===== config.mk =====
export PLATFORM = sky130hd
export DESIGN_NAME = multi_debouncer
export DESIGN_NICKNAME = d
export VERILOG_FILES = /design/src/rtl/multi_debouncer.sv
export SDC_FILE = /design/constraint.sdc
export NUM_CORES = 1
export LEC_CHECK = 0
export BUFFER_PORTS_ARGS = -buffer_cell sky130_fd_sc_hd__buf_4
export CAP_MARGIN = 15
export CELL_PAD_IN_SITES_DETAIL_PLACEMENT = 0
export CELL_PAD_IN_SITES_GLOBAL_PLACEMENT = 1
export CORE_MARGIN = 3
export CORE_UTILIZATION = 40
export DETAILED_ROUTE_END_ITERATION = 12
export GPL_ROUTABILITY_DRIVEN = 0
export PLACE_DENSITY = 0.63
export SLEW_MARGIN = 20
export SYNTH_ARGS = -nofsm -noshare
export SYNTH_HDL_FRONTEND = slang
export SYNTH_SLANG_ARGS = --single-unit

===== constraint.sdc =====
create_clock -name clk -period 3.1 [get_ports clk]
set_input_delay 0.155 -clock clk [delete_from_list [all_inputs] [get_ports clk]]
set_output_delay 0.155 -clock clk [all_outputs]
set_load 0.01 [all_outputs]

===== src/rtl/multi_debouncer.sv =====
// Multi-channel switch debouncer: per-channel synchronizer, stability counter,
// debounced level, registered rise/fall strobes and a registered "any held" flag.
module multi_debouncer #(
  parameter int WIDTH         = 4,
  parameter int STABLE_CYCLES = 20000,
  parameter int SYNC_STAGES   = 2,
  parameter bit ACTIVE_LOW    = 1'b0
) (
  input  logic             clk,
  input  logic             reset,
  input  logic [WIDTH-1:0] sig_in,
  output logic [WIDTH-1:0] sig_out,
  output logic [WIDTH-1:0] rise_pulse,
  output logic [WIDTH-1:0] fall_pulse,
  output logic             any_active
);

  localparam int             CW       = $clog2(STABLE_CYCLES);
  localparam logic [CW-1:0]  TERM     = CW'(STABLE_CYCLES - 1);
  // Idle level of an active-low input is 1, so the chain resets to "not pressed".
  localparam logic [WIDTH-1:0] SYNC_RST = ACTIVE_LOW ? '1 : '0;

  logic [SYNC_STAGES-1:0][WIDTH-1:0] sync_q;
  logic [WIDTH-1:0]                  s;
  logic [WIDTH-1:0]                  accept;

  // NOTE: every flop here uses <= so all stages sample pre-edge values; a blocking
  // assignment would collapse the synchronizer chain into a single stage.
  always_ff @(posedge clk or posedge reset) begin
    if (reset) sync_q <= {SYNC_STAGES{SYNC_RST}};
    else       sync_q <= {sync_q[SYNC_STAGES-2:0], sig_in};
  end

  assign s = sync_q[SYNC_STAGES-1] ^ {WIDTH{ACTIVE_LOW}};

  for (genvar i = 0; i < WIDTH; i++) begin : g_ch
    logic [CW-1:0] cnt_q;

    assign accept[i] = (s[i] != sig_out[i]) && (cnt_q == TERM);

    // Any agreement (bounce back) or an acceptance restarts the count, so the
    // terminal value is always consumed and the counter never wraps.
    always_ff @(posedge clk or posedge reset) begin
      if (reset)                   cnt_q <= '0;
      else if (s[i] == sig_out[i]) cnt_q <= '0;
      else if (cnt_q == TERM)      cnt_q <= '0;
      else                         cnt_q <= cnt_q + 1'b1;
    end
  end

  always_ff @(posedge clk or posedge reset) begin
    if (reset) begin
      sig_out    <= '0;
      rise_pulse <= '0;
      fall_pulse <= '0;
      any_active <= 1'b0;
    end else begin
      sig_out    <= sig_out ^ accept;
      rise_pulse <= accept & s;
      fall_pulse <= accept & ~s;
      any_active <= |sig_out;
    end
  end

endmodule


==> impl_results.md, run 1 <==
* Vias in the first global route at 2285
* Avg Vias per Cell at 5.004
* Vias post-DR at 2322
* Critical Path Fanout Max at 13
* IO Port Bufs at 18
* Ant diodes at 0
* Pre-CTS WS at 1117 ps
* CTS Buf Count at 9
* Die W at 100.6 um
* Tmin final at roughly 2000 ps
* Final setup fails at 0
* Average wire per standard cell at approximately 14 um
* Post-synthesis sequential area ratio at ~57%
* Nets@finish at 364
* Post-Synthesis Cells at roughly 330
* CP endpoint kind: flip-flop
* Post-synthesis cell area at 0.003576 mm^2
* DP Wirelength at between 4000 and 5000 um
* Final hold violations at 0
* Overall Power at around 0.0020 W
* CP required at 3320 ps
* Post-route ant nets at 0
* Drt first pass iters at 4
* Setup TNS at 0 ps
* Post-CTS sizing at 0
* Outcome: finished, final reports clean
* Global-route wire length before repair at 11100 um
* Final period util at 64.63%
* Max H-tree Level at 3
* Slew HR at roughly two thirds
* Final std cells w/o fill at 464
* Hold_buf cts at 5
* Post-synth cell types at 32
* Worst-margin pin slew at 500.9 ps
* Worst skew pair latency at 350 ps
* Max cap viols at 0
* Share of layout cells above drive strength 1 at 12.26%
* # fillers at 810
* Pin count of the biggest net entering global routing at 34
* LEAKAGE at 1.793 nW
* Post-CTS Setup Bufs at 0
* CTS tree: done
* Starting Density at 42.25%
* Clk sink count at 81
* Clk buf depth at 2
* Peak VDD IR at 0.2569 mV
* Synthesized area per cell at approximately 11 um^2
* Root Buffer: clkbuf_8
* Final WL at 6376 um
* Num ports at 19
* Die Height at 100.6 um
* Dpl cells at 443
* WP data arrival at 2220 ps
* Ys Warns at 0
* DRT iter0 DRCs at 38
* Power density over the cells at 488.4 mW/mm^2
* Final WS setup at between 1000 and 1500 ps
* Hold WC Path Type: reg2reg
* Clock skew at 11.77 ps
* Setup Crit Path Kind: reg2reg
* Row Count at 33
* F_max at 499.1 MHz
* Area grow syn2layout at 13.93%
* Initial antenna violation count at 0
* Pins Over Slew Limit at 0
* Grt ovf at 0
* #FFs+latches synth at between 80 and 90
* Drt drc at 0
* Syn nets at approximately 340
* Die ar. at 0.01011 mm^2
* Tot GR Track Use at between 10 and 15%
* Worst setup SP type: flip-flop
* Core Area at 0.008464 mm^2
* RSZ-0062 raised after global routing: false
* Clock Pin Slew Worst Setup and Hold Paths at about 80 ps
==> metrics by stage <==
| stage | util [%] | instance area (um^2) | hold slack, ps |
|---|---|---|---|
| after CTS | 48.13 | 4074 | 352.4 |
| after floorplan | - | 3576 | 186.4 |
| final | 48.13 | 4074 | 349.0 |
| after detailed placement | 45.04 | 3812 | 194.9 |
| after global routing | 48.13 | 4074 | 362.8 |
| after global placement | 45.04 | 3812 | 189.0 |
==> synth_stat cells <==
master / instances / area share [%]
nor3_1: 8 / 1.1
nand2_1: 11 / 1.2
dfrtp_1: 81 / 57
and2_1: 4 / 0.70
a21oi_1: 1 / 0.14
or3_1: 2 / 0.35
or4_1: 3 / 0.63
and3_1: 4 / 0.70
xor2_1: 30 / 7.3
ha_1: 4 / 1.4
mux2_2: 2 / 0.63
nand2b_4: 1 / 0.38
mux2_4: 2 / 0.84
nand4_1: 19 / 3.3
nor3b_1: 9 / 1.9
nand3_1: 19 / 2.7
nor4_1: 7 / 1.2
or4_4: 2 / 0.63
or3b_2: 1 / 0.24
and4_1: 9 / 2.2
xnor2_1: 25 / 6.1
buf_2: 1 / 0.14
clkbuf_1: 6 / 0.63
inv_1: 10 / 1.0
nand2_2: 1 / 0.18
nor4b_1: 1 / 0.24
buf_4: 1 / 0.21
o31ai_1: 1 / 0.21
nand2b_1: 1 / 0.18
nor2_1: 59 / 6.2
or4b_1: 1 / 0.28
buf_6: 1 / 0.31
==> worst max-delay path, stage by stage (launching register included) <==
cell     delay (ps)
dfrtp_1         430
or4_1           540
or4_4           570
nand2_2         250
nor2_1           90
==> kinds of logic after synthesis <==
kind of cell / Yosys count / synth area share, %
simple gates: 162 / 24.28
flops: 81 / 56.68
xor+xnor: 55 / 13.47
buf+inv: 19 / 2.344
mux: 4 / 1.470
fa+ha+maj: 4 / 1.400
compound gates: 2 / 0.3498
==> power by group <==
part,switching [W],internal (W)
registers,0.0000158,0.00107
logic,0.0000457,0.0000255
clock network,0.000376,0.000453
total,0.000438,0.00155
==> area by class of cell <==
| type | instances | area, um^2 | area share [%] |
|---|---|---|---|
| flip-flops and latches | 81 | 2027 | 49.75 |
| repair buffers | 25 | 200.2 | 4.914 |
| multi-input cells | 227 | 1465 | 35.96 |
| clock buffers | 11 | 131.4 | 3.225 |
| well taps | 105 | 131.4 | 3.225 |
| clock inverters | 5 | 80.08 | 1.966 |
| inverters | 10 | 38.79 | 0.9521 |
==> layer usage <==
layer	GRT usage, %	vias up	share of wire, %
li1	-	1166	-
met1	20.22	1121	53
met2	19.47	25	42
met3	3.668	10	3.0
met4	6.114	0	1.6
met5	0	-	0
==> registers in the layout, summed over array words and instances, names as in the netlist, named ones only <==
signal / count
s: 4
rise_pulse: 4
fall_pulse: 4
sync_q: 4
any_active: 1
g_ch.cnt_q: 60
==> worst paths after layout <==
kind | startpoint | endpoint | slack [ps] | cells after the start
worst max-delay path | g_ch[1].cnt_q[5] | g_ch[1].cnt_q[6] | 1100 | 4
worst min-delay path | sync_q[1] | s[1] | 350 | 0
worst max register to register | g_ch[1].cnt_q[5] | g_ch[1].cnt_q[6] | 1100 | 4
worst min register to register | sync_q[1] | s[1] | 350 | 0
max in group asynchronous | reset | g_ch[3].cnt_q[2] | 1970 | 4
min in group asynchronous | reset | s[1] | 360 | 3
==> cell usage in the layout, fill, tap and decap left out, drive strengths merged, types with 9 or more instances in the layout <==
| master | count |
|---|---|
| dfrtp | 81 |
| nor2 | 59 |
| xor2 | 30 |
| xnor2 | 25 |
| buf | 20 |
| nand3 | 19 |
| nand4 | 19 |
| nand2 | 12 |
| clkbuf | 11 |
| inv | 9 |
| and4 | 9 |
| nor3b | 9 |
No activity file was read; power rests on OpenSTA's default activity.
==> inputs of run 2 (changes only) <==
==> constraint.sdc (replaced) <==
create_clock -name clk -period 2.02 [get_ports clk]
set_input_delay 0.101 -clock clk [delete_from_list [all_inputs] [get_ports clk]]
set_output_delay 0.101 -clock clk [all_outputs]
set_load 0.01 [all_outputs]
==> run 2 against run 1 <==
  * Combinational power grew 66%
  * Routed wire length up 1.8%
  * Global-route usage grew 0.47 points
  * Via count rose by 2.3%
==> impl_results.md, run 2 (synthesis gave the netlist of run 1 again) <==
* # fillers at 784
* Worst r2r src: g_ch[2].cnt_q[13]
* Final period util at 95.68%
* Share of layout cells above drive strength 1 at 13.93%
* Post-CTS Setup Bufs at 0
* Nets@finish at 372
* Core Area at 0.008464 mm^2
* CP required at about 2300 ps
* Commonest non-fill, non-tap cells in the layout: dfrtp_1 (81), nor2_1 (59), xor2_1 (30), buf_4 (27), xnor2_1 (25)
* LEAKAGE at around 1.8 nW
* DP Wirelength at 4373 um
* Tmin final at 1933 ps
* Drt first pass iters at 4
* Post-route ant nets at 0
* Vias in the first global route at 2393
* Ant diodes at 0
* Register Area at 0.002027 mm^2
* Area grow syn2layout at 16.13%
* Power density over the cells at about 740 mW/mm^2
* Drt drc at 0
* Pins Over Slew Limit at 0
* Initial antenna violation count at 0
* Logic pwr share at 3.9%
* Critical path origin: g_ch[2].cnt_q[13]
* Peak VDD IR at 0.3532 mV
* Grt ovf at 0
* Setup Crit Path Kind: reg2reg
* Final WL at 6489 um
* Hold Path Origin: sync_q[1]
* Tot GR Track Use at 14.38%
* Area occupied by multi-input gates at 0.001470 mm^2
* Sw Ratio at 20.99%
* Clock skew at 7.476 ps
* Outcome: finished, final reports clean
* Row Count at 33
* Worst Hold Slack at 352.5 ps
* Slew HR at 57.62%
* Max H-tree Level at 3
* Clk sink count at 81
* Global-route wire length before repair at 11450 um
* Die W at 100.6 um
* IO Port Bufs at 18
* Clock Pin Slew Worst Setup and Hold Paths at 70 ps
* Root Buffer: clkbuf_8
* DRT iter0 DRCs at 52
* Commonest non-fill, non-tap cell in the layout: dfrtp_1
* CTS tree: done
* Top reg by flops: g_ch.cnt_q
* Worst-margin pin slew at 634.4 ps
* CP endpoint kind: flip-flop
* Avg Vias per Cell at 5.045
* P_int at 0.002417 W
* Clock share of power at 41.4%
* RSZ-0062 raised after global routing: false
* Net switching power at between 0.0006 and 0.0007 W
* CTS Buf Count at 9
* Final hold violations at 0
* Worst skew pair latency at around 340 ps
* WP data arrival at 2160 ps
* Max cap viols at 0
* Average wire per standard cell at 13.78 um
* Reg power frac at 54.7%
* Worst setup SP type: flip-flop
* Final setup fails at 0
* Hold WC Path Type: reg2reg
* FF-to-FF setup slack at between 80 and 90 ps
* F_max at 517.4 MHz
* Starting Density at 42.25%
* Die Height at between 100 and 150 um
* Largest register FFs at 60
* Vias post-DR at 2376
* Pin count of the biggest net entering global routing at 38
* Reg2reg path depth at 3
* Setup TNS at 0 ps
* Num ports at 19
* Clk buf depth at 2
* Critical Path Fanout Max at 4
* Die ar. at just over 0.01 mm^2
run 2: cell count changes in the layout (fill, tap and decap cells not counted):
cell        previous run  this run
buf_4                 20        27
buf_12                 0         1
clkinvlp_4             2         1
nand2_4                0         1
nand2_2                1         0
clkbuf_8               9        10
clkinv_2               2         1
run 2: stage by stage:
stage               setup WS [ps]  util [%]  area (um^2)  total power, W  instances
floorplan                   105.0         -         3580        0.001777        327
global placement            104.3     45.93         3887        0.001820        451
detailed placement          68.01     45.93         3887        0.001820        451
CTS                         65.97     49.00         4148        0.003124        471
global route                47.21     49.06         4153        0.003206        471
finish                      87.20     49.06         4153        0.003059        471
run 2: what timing repair did:
item / in CTS / in global routing
endpoints found under the setup margin: 0 / 3
hold buffers: 5 / 0
endpoints found under the hold margin: 30 / 0
gates resized for setup: 0 / 1
run 2: worst min path at each step:
stage / endpoint / depth (start not counted)
5_1_grt: s[3] / 0
4_1_cts: s[1] / 0
2_1_floorplan: sync_q[0] / 0
3_3_place_gp: sync_q[3] / 1
3_5_place_dp: sync_q[1] / 1
6_report: s[1] / 0
run 2: power groups by stage:
stage	Sequential [W]	Clock [W]	Combinational, W
2_1_floorplan	0.00170	0	0.0000776
4_1_cts	0.00167	0.00133	0.000123
3_5_place_dp	0.00170	0	0.000115
5_1_grt	0.00168	0.00139	0.000138
3_3_place_gp	0.00170	0	0.000116
6_report	0.00167	0.00127	0.000118
run 2: layout make-up:
type	instances	area share (%)
timing repair buffer	33	6.568
tap	105	3.164
clock buffer	12	3.495
sequential	81	48.81
inverter	10	0.9943
multi-input combinational	227	35.40
clock inverter	3	1.567
run 2: critical path, stage by stage (launching register included):
cell and delay (ps):
dfrtp_1 400, or4b_1 520, or4_4 590, mux2_4 310
run 2: metal layers:
| metal | global-route usage, % | vias to the layer above | share of wire (%) |
|---|---|---|---|
| met4 | 5.078 | 0 | 0.82 |
| met5 | 0 | - | 0 |
| met1 | 20.08 | 1153 | 50 |
| met2 | 21.30 | 38 | 46 |
| met3 | 4.291 | 6 | 3.5 |
| li1 | - | 1179 | - |
